`src/rtl/llc_dma_ctx_regs_if.sv`:
```
// llc_dma_ctx_regs_if: request/issue/free bus and per-slot status of the DMA context block
interface llc_dma_ctx_regs_if #(
  parameter int N_CTX  = 4,
  parameter int ADDR_W = 32,
  parameter int LEN_W  = 8
);
  localparam int ID_W = $clog2(N_CTX);
  logic                    alloc_valid;
  logic [ADDR_W-1:0]       alloc_addr;
  logic [LEN_W-1:0]        alloc_len;
  logic                    alloc_is_write;
  logic                    alloc_ready;
  logic [ID_W-1:0]         alloc_id;
  logic                    issue_en;
  logic [ID_W-1:0]         issue_id;
  logic                    free_en;
  logic [ID_W-1:0]         free_id;
  logic                    set_recall_pending;
  logic                    clr_recall_pending;
  logic                    recall_pending;
  logic [N_CTX-1:0]        ctx_active;
  logic [N_CTX-1:0]        ctx_done_pulse;
  logic [N_CTX-1:0]        ctx_is_write;
  logic [N_CTX*ADDR_W-1:0] ctx_addr;
  modport slave (
    input  alloc_valid, alloc_addr, alloc_len, alloc_is_write, issue_en, issue_id,
           free_en, free_id, set_recall_pending, clr_recall_pending,
    output alloc_ready, alloc_id, recall_pending, ctx_active, ctx_done_pulse,
           ctx_is_write, ctx_addr
  );
  modport master (
    output alloc_valid, alloc_addr, alloc_len, alloc_is_write, issue_en, issue_id,
           free_en, free_id, set_recall_pending, clr_recall_pending,
    input  alloc_ready, alloc_id, recall_pending, ctx_active, ctx_done_pulse,
           ctx_is_write, ctx_addr
  );
endinterface

```
`src/rtl/llc_dma_ctx_regs.sv`:
```
// llc_dma_ctx_regs: DMA context slots (IDLE/ACTIVE/DONE) with alloc, per-line issue and free.
// Define LLC_DMA_CTX_STATS_EN to add saturating read/write done counters.
module llc_dma_ctx_regs #(
  parameter int N_CTX  = 4,
  parameter int ADDR_W = 32,
  parameter int LEN_W  = 8
) (
  input  logic clk,
  input  logic rst,
  input  logic rst_state,
  llc_dma_ctx_regs_if.slave bus
`ifdef LLC_DMA_CTX_STATS_EN
  ,
  output logic [31:0] stat_rd_done,
  output logic [31:0] stat_wr_done
`endif
);
  localparam int ID_W = $clog2(N_CTX);
  typedef enum logic [1:0] {IDLE, ACTIVE, DONE} state_e;
  state_e            state_q [N_CTX];
  state_e            state_d [N_CTX];
  logic [ADDR_W-1:0] addr_q  [N_CTX];
  logic [ADDR_W-1:0] addr_d  [N_CTX];
  logic [LEN_W-1:0]  rem_q   [N_CTX];
  logic [LEN_W-1:0]  rem_d   [N_CTX];
  logic [N_CTX-1:0]  wr_q, wr_d, done_q, done_d, idle;
  logic              recall_q, recall_d, alloc_fire;
  logic [ID_W-1:0]   grant_id;
  always_comb begin
    idle = '0;
    grant_id = '0;
    for (int i = N_CTX - 1; i >= 0; i--) begin
      idle[i] = state_q[i] == IDLE;
      if (idle[i]) grant_id = ID_W'(i);
    end
  end
  // grants look only at registered state, so a slot freed this cycle is not yet visible
  assign bus.alloc_ready    = |idle && !recall_q && !rst_state;
  assign bus.alloc_id       = grant_id;
  assign alloc_fire         = bus.alloc_valid && bus.alloc_ready;
  assign bus.recall_pending = recall_q;
  assign bus.ctx_done_pulse = done_q;
  assign bus.ctx_is_write   = wr_q;
  always_comb begin
    recall_d = bus.clr_recall_pending ? 1'b0 : bus.set_recall_pending ? 1'b1 : recall_q;
    wr_d = wr_q;
    done_d = '0;
    for (int i = 0; i < N_CTX; i++) begin
      state_d[i] = state_q[i];
      addr_d[i] = addr_q[i];
      rem_d[i] = rem_q[i];
      if (alloc_fire && grant_id == ID_W'(i)) begin
        state_d[i] = ACTIVE;
        addr_d[i] = bus.alloc_addr;
        rem_d[i] = bus.alloc_len == '0 ? LEN_W'(1) : bus.alloc_len;
        wr_d[i] = bus.alloc_is_write;
      end
      if (bus.issue_en && bus.issue_id == ID_W'(i) && state_q[i] == ACTIVE) begin
        addr_d[i] = addr_q[i] + ADDR_W'(1);
        rem_d[i] = rem_q[i] - LEN_W'(1);
        state_d[i] = rem_q[i] == LEN_W'(1) ? DONE : ACTIVE;
        done_d[i] = rem_q[i] == LEN_W'(1);
      end
      if (bus.free_en && bus.free_id == ID_W'(i) && state_q[i] == DONE) state_d[i] = IDLE;
      if (rst_state) begin
        state_d[i] = IDLE;
        addr_d[i] = '0;
        rem_d[i] = '0;
      end
    end
    if (rst_state) begin
      recall_d = 1'b0;
      wr_d = '0;
      done_d = '0;
    end
  end
  always_comb begin
    bus.ctx_active = '0;
    bus.ctx_addr = '0;
    for (int i = 0; i < N_CTX; i++) begin
      bus.ctx_active[i] = state_q[i] == ACTIVE;
      bus.ctx_addr[i*ADDR_W +: ADDR_W] = addr_q[i];
    end
  end
  always_ff @(posedge clk or negedge rst) begin
    if (!rst) begin
      for (int i = 0; i < N_CTX; i++) begin
        state_q[i] <= IDLE;
        addr_q[i] <= '0;
        rem_q[i] <= '0;
      end
      wr_q <= '0;
      done_q <= '0;
      recall_q <= 1'b0;
    end else begin
      for (int i = 0; i < N_CTX; i++) begin
        state_q[i] <= state_d[i];
        addr_q[i] <= addr_d[i];
        rem_q[i] <= rem_d[i];
      end
      wr_q <= wr_d;
      done_q <= done_d;
      recall_q <= recall_d;
    end
  end
`ifdef LLC_DMA_CTX_STATS_EN
  logic [31:0] rd_cnt_q, rd_cnt_d, wr_cnt_q, wr_cnt_d;
  // counted at completion; at most one slot completes per cycle since issue is single-ported
  always_comb begin
    rd_cnt_d = rst_state ? '0 : (|(done_d & ~wr_q) && rd_cnt_q != '1) ? rd_cnt_q + 32'd1 : rd_cnt_q;
    wr_cnt_d = rst_state ? '0 : (|(done_d & wr_q) && wr_cnt_q != '1) ? wr_cnt_q + 32'd1 : wr_cnt_q;
  end
  always_ff @(posedge clk or negedge rst) begin
    if (!rst) begin
      rd_cnt_q <= '0;
      wr_cnt_q <= '0;
    end else begin
      rd_cnt_q <= rd_cnt_d;
      wr_cnt_q <= wr_cnt_d;
    end
  end
  assign stat_rd_done = rd_cnt_q;
  assign stat_wr_done = wr_cnt_q;
`endif
endmodule

```
`src/flat_wrapper.sv`:
```
// flat-port wrapper written by rule: the top's interface ports become plain ports
module llc_dma_ctx_regs_flat 
#(
  parameter int N_CTX  = 4,
  parameter int ADDR_W = 32,
  parameter int LEN_W  = 8
)
  (clk, rst, rst_state, bus_alloc_valid, bus_alloc_addr, bus_alloc_len, bus_alloc_is_write, bus_issue_en, bus_issue_id, bus_free_en, bus_free_id, bus_set_recall_pending, bus_clr_recall_pending, bus_alloc_ready, bus_alloc_id, bus_recall_pending, bus_ctx_active, bus_ctx_done_pulse, bus_ctx_is_write, bus_ctx_addr);
  llc_dma_ctx_regs_if #(.N_CTX(N_CTX), .ADDR_W(ADDR_W), .LEN_W(LEN_W)) bus_i ();
  input  logic clk;
  input  logic rst;
  input  logic rst_state;
  input wire logic [$bits(bus_i.alloc_valid)-1:0] bus_alloc_valid;
  input wire logic [$bits(bus_i.alloc_addr)-1:0] bus_alloc_addr;
  input wire logic [$bits(bus_i.alloc_len)-1:0] bus_alloc_len;
  input wire logic [$bits(bus_i.alloc_is_write)-1:0] bus_alloc_is_write;
  input wire logic [$bits(bus_i.issue_en)-1:0] bus_issue_en;
  input wire logic [$bits(bus_i.issue_id)-1:0] bus_issue_id;
  input wire logic [$bits(bus_i.free_en)-1:0] bus_free_en;
  input wire logic [$bits(bus_i.free_id)-1:0] bus_free_id;
  input wire logic [$bits(bus_i.set_recall_pending)-1:0] bus_set_recall_pending;
  input wire logic [$bits(bus_i.clr_recall_pending)-1:0] bus_clr_recall_pending;
  output wire logic [$bits(bus_i.alloc_ready)-1:0] bus_alloc_ready;
  output wire logic [$bits(bus_i.alloc_id)-1:0] bus_alloc_id;
  output wire logic [$bits(bus_i.recall_pending)-1:0] bus_recall_pending;
  output wire logic [$bits(bus_i.ctx_active)-1:0] bus_ctx_active;
  output wire logic [$bits(bus_i.ctx_done_pulse)-1:0] bus_ctx_done_pulse;
  output wire logic [$bits(bus_i.ctx_is_write)-1:0] bus_ctx_is_write;
  output wire logic [$bits(bus_i.ctx_addr)-1:0] bus_ctx_addr;
  assign bus_i.alloc_valid = bus_alloc_valid;
  assign bus_i.alloc_addr = bus_alloc_addr;
  assign bus_i.alloc_len = bus_alloc_len;
  assign bus_i.alloc_is_write = bus_alloc_is_write;
  assign bus_i.issue_en = bus_issue_en;
  assign bus_i.issue_id = bus_issue_id;
  assign bus_i.free_en = bus_free_en;
  assign bus_i.free_id = bus_free_id;
  assign bus_i.set_recall_pending = bus_set_recall_pending;
  assign bus_i.clr_recall_pending = bus_clr_recall_pending;
  assign bus_alloc_ready = bus_i.alloc_ready;
  assign bus_alloc_id = bus_i.alloc_id;
  assign bus_recall_pending = bus_i.recall_pending;
  assign bus_ctx_active = bus_i.ctx_active;
  assign bus_ctx_done_pulse = bus_i.ctx_done_pulse;
  assign bus_ctx_is_write = bus_i.ctx_is_write;
  assign bus_ctx_addr = bus_i.ctx_addr;
  llc_dma_ctx_regs #(.N_CTX(N_CTX), .ADDR_W(ADDR_W), .LEN_W(LEN_W)) u_core (.clk(clk), .rst(rst), .rst_state(rst_state), .bus(bus_i));
endmodule
```
`config.mk`:
```
export PLATFORM = sky130hd
export DESIGN_NAME = llc_dma_ctx_regs_flat
export DESIGN_NICKNAME = d
export VERILOG_FILES = /design/src/rtl/llc_dma_ctx_regs_if.sv /design/src/rtl/llc_dma_ctx_regs.sv /design/src/flat_wrapper.sv
export SDC_FILE = /design/constraint.sdc
export NUM_CORES = 1
export LEC_CHECK = 0
export BUFFER_PORTS_ARGS = -buffer_cell sky130_fd_sc_hd__buf_2
export CAP_MARGIN = 20
export CORE_UTILIZATION = 53
export CTS_BUF_LIST = sky130_fd_sc_hd__clkbuf_8
export CTS_CLUSTER_DIAMETER = 120
export CTS_CLUSTER_SIZE = 30
export DETAILED_ROUTE_END_ITERATION = 12
export PLACE_DENSITY = 0.86
export SLEW_MARGIN = 15
export SYNTH_ARGS = -nofsm -noshare
export SYNTH_HDL_FRONTEND = slang
export SYNTH_SLANG_ARGS = --single-unit
```
`constraint.sdc`:
```
create_clock -name clk -period 2.2 [get_ports clk]
set_input_delay 0 -clock clk [delete_from_list [all_inputs] [get_ports clk]]
set_output_delay 0 -clock clk [all_outputs]
set_load 0.005 [all_outputs]
```
==> impl_metrics.ini <==
[global_route]
use_met1 = 0.4963
grt_overflow = 0
antenna_found_initial = 0
grtUsageMet3 = 0.1154
met2_usage = 0.5572
track_usage = 0.3844
grt_pass1_wl_um = 63250
busiest_layer = met2
grt_max_degree = 162
grt_pass1_vias = 11397

[floorplan]
die_area_um2 = 21300
die_w_um = 146.0
core_um2 = 20300
start_util = 0.5411
die_y_um = 146.0
ios = 197
fp-row-count = 52

[clocking]
clock-sinks = 177
cts_tree = done
insertion_delay_ns = 0.48
numCtsBuffers = 17
cts.path.max_buffers = 2
cts_root_buf = clkbuf_8
htree_num_levels = 4
clk_pin_slew_ns = 0.09

[hold_path]
whs_endpoint = u_core.bus.ctx_addr[96]
min-delay-path-class = in -> reg
hold_start = bus_alloc_addr[0]
whs_path_depth = 4

[yosys]
synth_cell_type_count = 77
yosys.area.top_type = dfrtp_1
synthTopCellsByArea = dfrtp_1, nor2_1, a21oi_1
async_reset_ff_frac = 1.000
synthCells = 1303
synth_edf_count = 0
netlist_area_um2 = 10980
avgSynthCellArea_um2 = 8.429
synth-seq-area-share = 0.4033
syn-num-nets = 1368
synth_ff_type = dfrtp_1
ys_ff_latch = 177
synth_top_area_frac = 0.4033
yosys_warnings = 0

[setup_path]
critPathTopFamily = simple AND/OR/NAND/NOR gates
cp_common_cell = buf_4
critical_path_arrival_ns = 2.61
path_max_fanout = 6
timing.rr.start = u_core.bus.recall_pending
critPathRequiredTime_ns = 2.62
timing.rr.end = u_core.bus.ctx_addr[55]
crit_type = reg -> reg
reg2regPathDepth = 9
cp-start-kind = flip-flop
crit_buf_inv = 4
r2r_slack_ns = 0.01
worst_path_max_delay_cell = or3b_4
crit_path_max_incr_delay_ns = 0.45
path_cells = or3b_4, buf_6, nor4_4, buf_4, buf_4, clkbuf_16, nand2_1, o21ai_0, o21a_1
worstSetupEndpointType = flip-flop

[drt]
drt_drc_violations_left = 0
wl_um = 41780
wl_per_cell_um = 22.57
num_vias = 12537
drt-initial-drc-count = 1548
avgViaCountPerCell = 6.773
drt_first_pass_iters = 6
ant_nets = 0

[cells_and_area]
register_area_um2 = 4429
fin_nets = 1634
syn_to_final_growth_pct = 25.05
fin_util = 0.6766
fin_cells = 1851
drive_gt1_frac = 0.2381
multi_input_area_um2 = 6166
n_fill_cell = 1692
fin_area_um2 = 13730

[timing]
tns_ns = 0
final_hold_viol_count = 0
tightestPinTransition_ns = 0.8605
finalCriticalPeriod_ns = 2.189
setup_viol = 0
period_share = 0.9952
slew-limit-headroom = 0.4242
max_clock_freq_mhz = 456.7
rsz0062_at_grt = yes
whs_ns = 0.01247
skew_ns = 0.01015
fin_ws_ns = 0.01059
drv_slew = 0

[pwr]
finalPower_mw = 6.732
ir_drop_mv = 0.3912
leakagePower_nw = 6.030
powerDensity_nw_per_um2 = 490.2

[outcome]
outcome = complete, no violations

[place]
placed_cell_area_um2 = 12700
place_ws_ns = 0.04673
dp_hpwl_um = 27700
dp.cells = 1765
finalWeightedCongestion = 0.9625
io_buffers = 196

[job]
maxCapViolations = 0
[cells by family after synthesis]
logic type               after synthesis  share of synthesized area
AND/OR/NAND/NOR                      587                     0.2816
adder cells (fa/ha/maj)               12                    0.01367
AO/OA/AOI/OAI                        387                     0.2330
buffers and inverters                114                    0.04283
flip-flops                           177                     0.4033
XOR/XNOR                               6                   0.004785
multiplexers                          20                    0.02085
[worst max path at each step]
stage / from / to / depth (start not counted) / slack (ns)
after floorplan: u_core.bus.recall_pending / u_core.bus.ctx_addr[92] / 7 / 0.14
after global placement: u_core.bus.ctx_addr[0] / u_core.bus.ctx_addr[18] / 6 / 0.06
after detailed placement: u_core.bus.recall_pending / u_core.bus.ctx_addr[37] / 6 / 0.05
after CTS: u_core.bus.recall_pending / u_core.bus.ctx_addr[37] / 6 / 0.02
after global routing: u_core.bus.recall_pending / u_core.bus.ctx_addr[38] / 8 / -0.09
final: u_core.bus.recall_pending / u_core.bus.ctx_addr[55] / 9 / 0.01
[layout by cell type (no fill, tap or decap), types with 12 or more instances in the layout]
master	instances
clkbuf_8	22
o21ai_0	69
dlygate4sd3_1	43
a31oi_1	49
nor2_1	142
and3_1	35
or4_1	15
dfrtp_1	177
buf_2	194
a22oi_1	22
a21oi_1	98
mux2_2	15
buf_4	78
inv_1	32
a211oi_1	21
ha_1	12
or3_1	17
o211ai_1	16
a311oi_1	16
and4_1	21
nor4_1	23
nand4_1	51
a32oi_1	20
nor3_1	39
nand3_1	54
nand2_1	121
and2_1	13
[final cells by class]
class                   instances  area share
inverters                      30    0.008199
clock buffers                  22     0.02205
diodes                          2   0.0003644
multi-input cells            1012      0.4489
well taps                     270     0.02460
repair buffers                331      0.1672
flip-flops and latches        177      0.3225
clock inverters                 7    0.006195
[per-layer routing]
metal / routed length (um) / part of all wire / vias to the layer above
met5: 0 / 0 / -
met3: 5022 / 0.12 / 172
met1: 15850 / 0.38 / 5991
met4: 2781 / 0.067 / 0
met2: 18130 / 0.43 / 852
li1: - / - / 5522
[registers in the layout, summed over array words and instances, names as in the netlist]
signal	flops
u_core.bus.ctx_addr	128
u_core.bus.ctx_done_pulse	4
u_core.bus.ctx_is_write	4
u_core.bus.recall_pending	1
u_core.rem_q	32
u_core.state_q	8
[synth_stat cells (25+ instances only)]
library cell and number:
nand4_1 51, nand2_1 122, nor2_1 147, nor3_1 40, dfrtp_1 177, a31oi_1 49, clkbuf_1 63, inv_1 30
and3_1 35, nand3_1 54, o21ai_0 72, a21oi_1 98, nor4_1 25
[power breakdown]
part | leakage, nW | internal [mW] | switching, mW
Sequential | 2.45 | 3.33 | 0.107
Clock | 0.205 | 1.13 | 1.20
Combinational | 3.38 | 0.352 | 0.605
[worst register-to-register path: stages, from the launching register on]
cell and delay, ns:
dfrtp_1 0.39, or3b_4 0.45, buf_6 0.14, nor4_4 0.36, buf_4 0.22, buf_4 0.15, clkbuf_16 0.15, nand2_1 0.05
o21ai_0 0.09, o21a_1 0.13
[repair_timing]
action / in CTS / in global routing
hold buffers: 42 / 1
gates resized for setup: 0 / 20
endpoints found under the setup margin: 0 / 60
buffers inserted: 0 / 8
endpoints found under the hold margin: 278 / 1
Power figures use the tool's default switching activity.
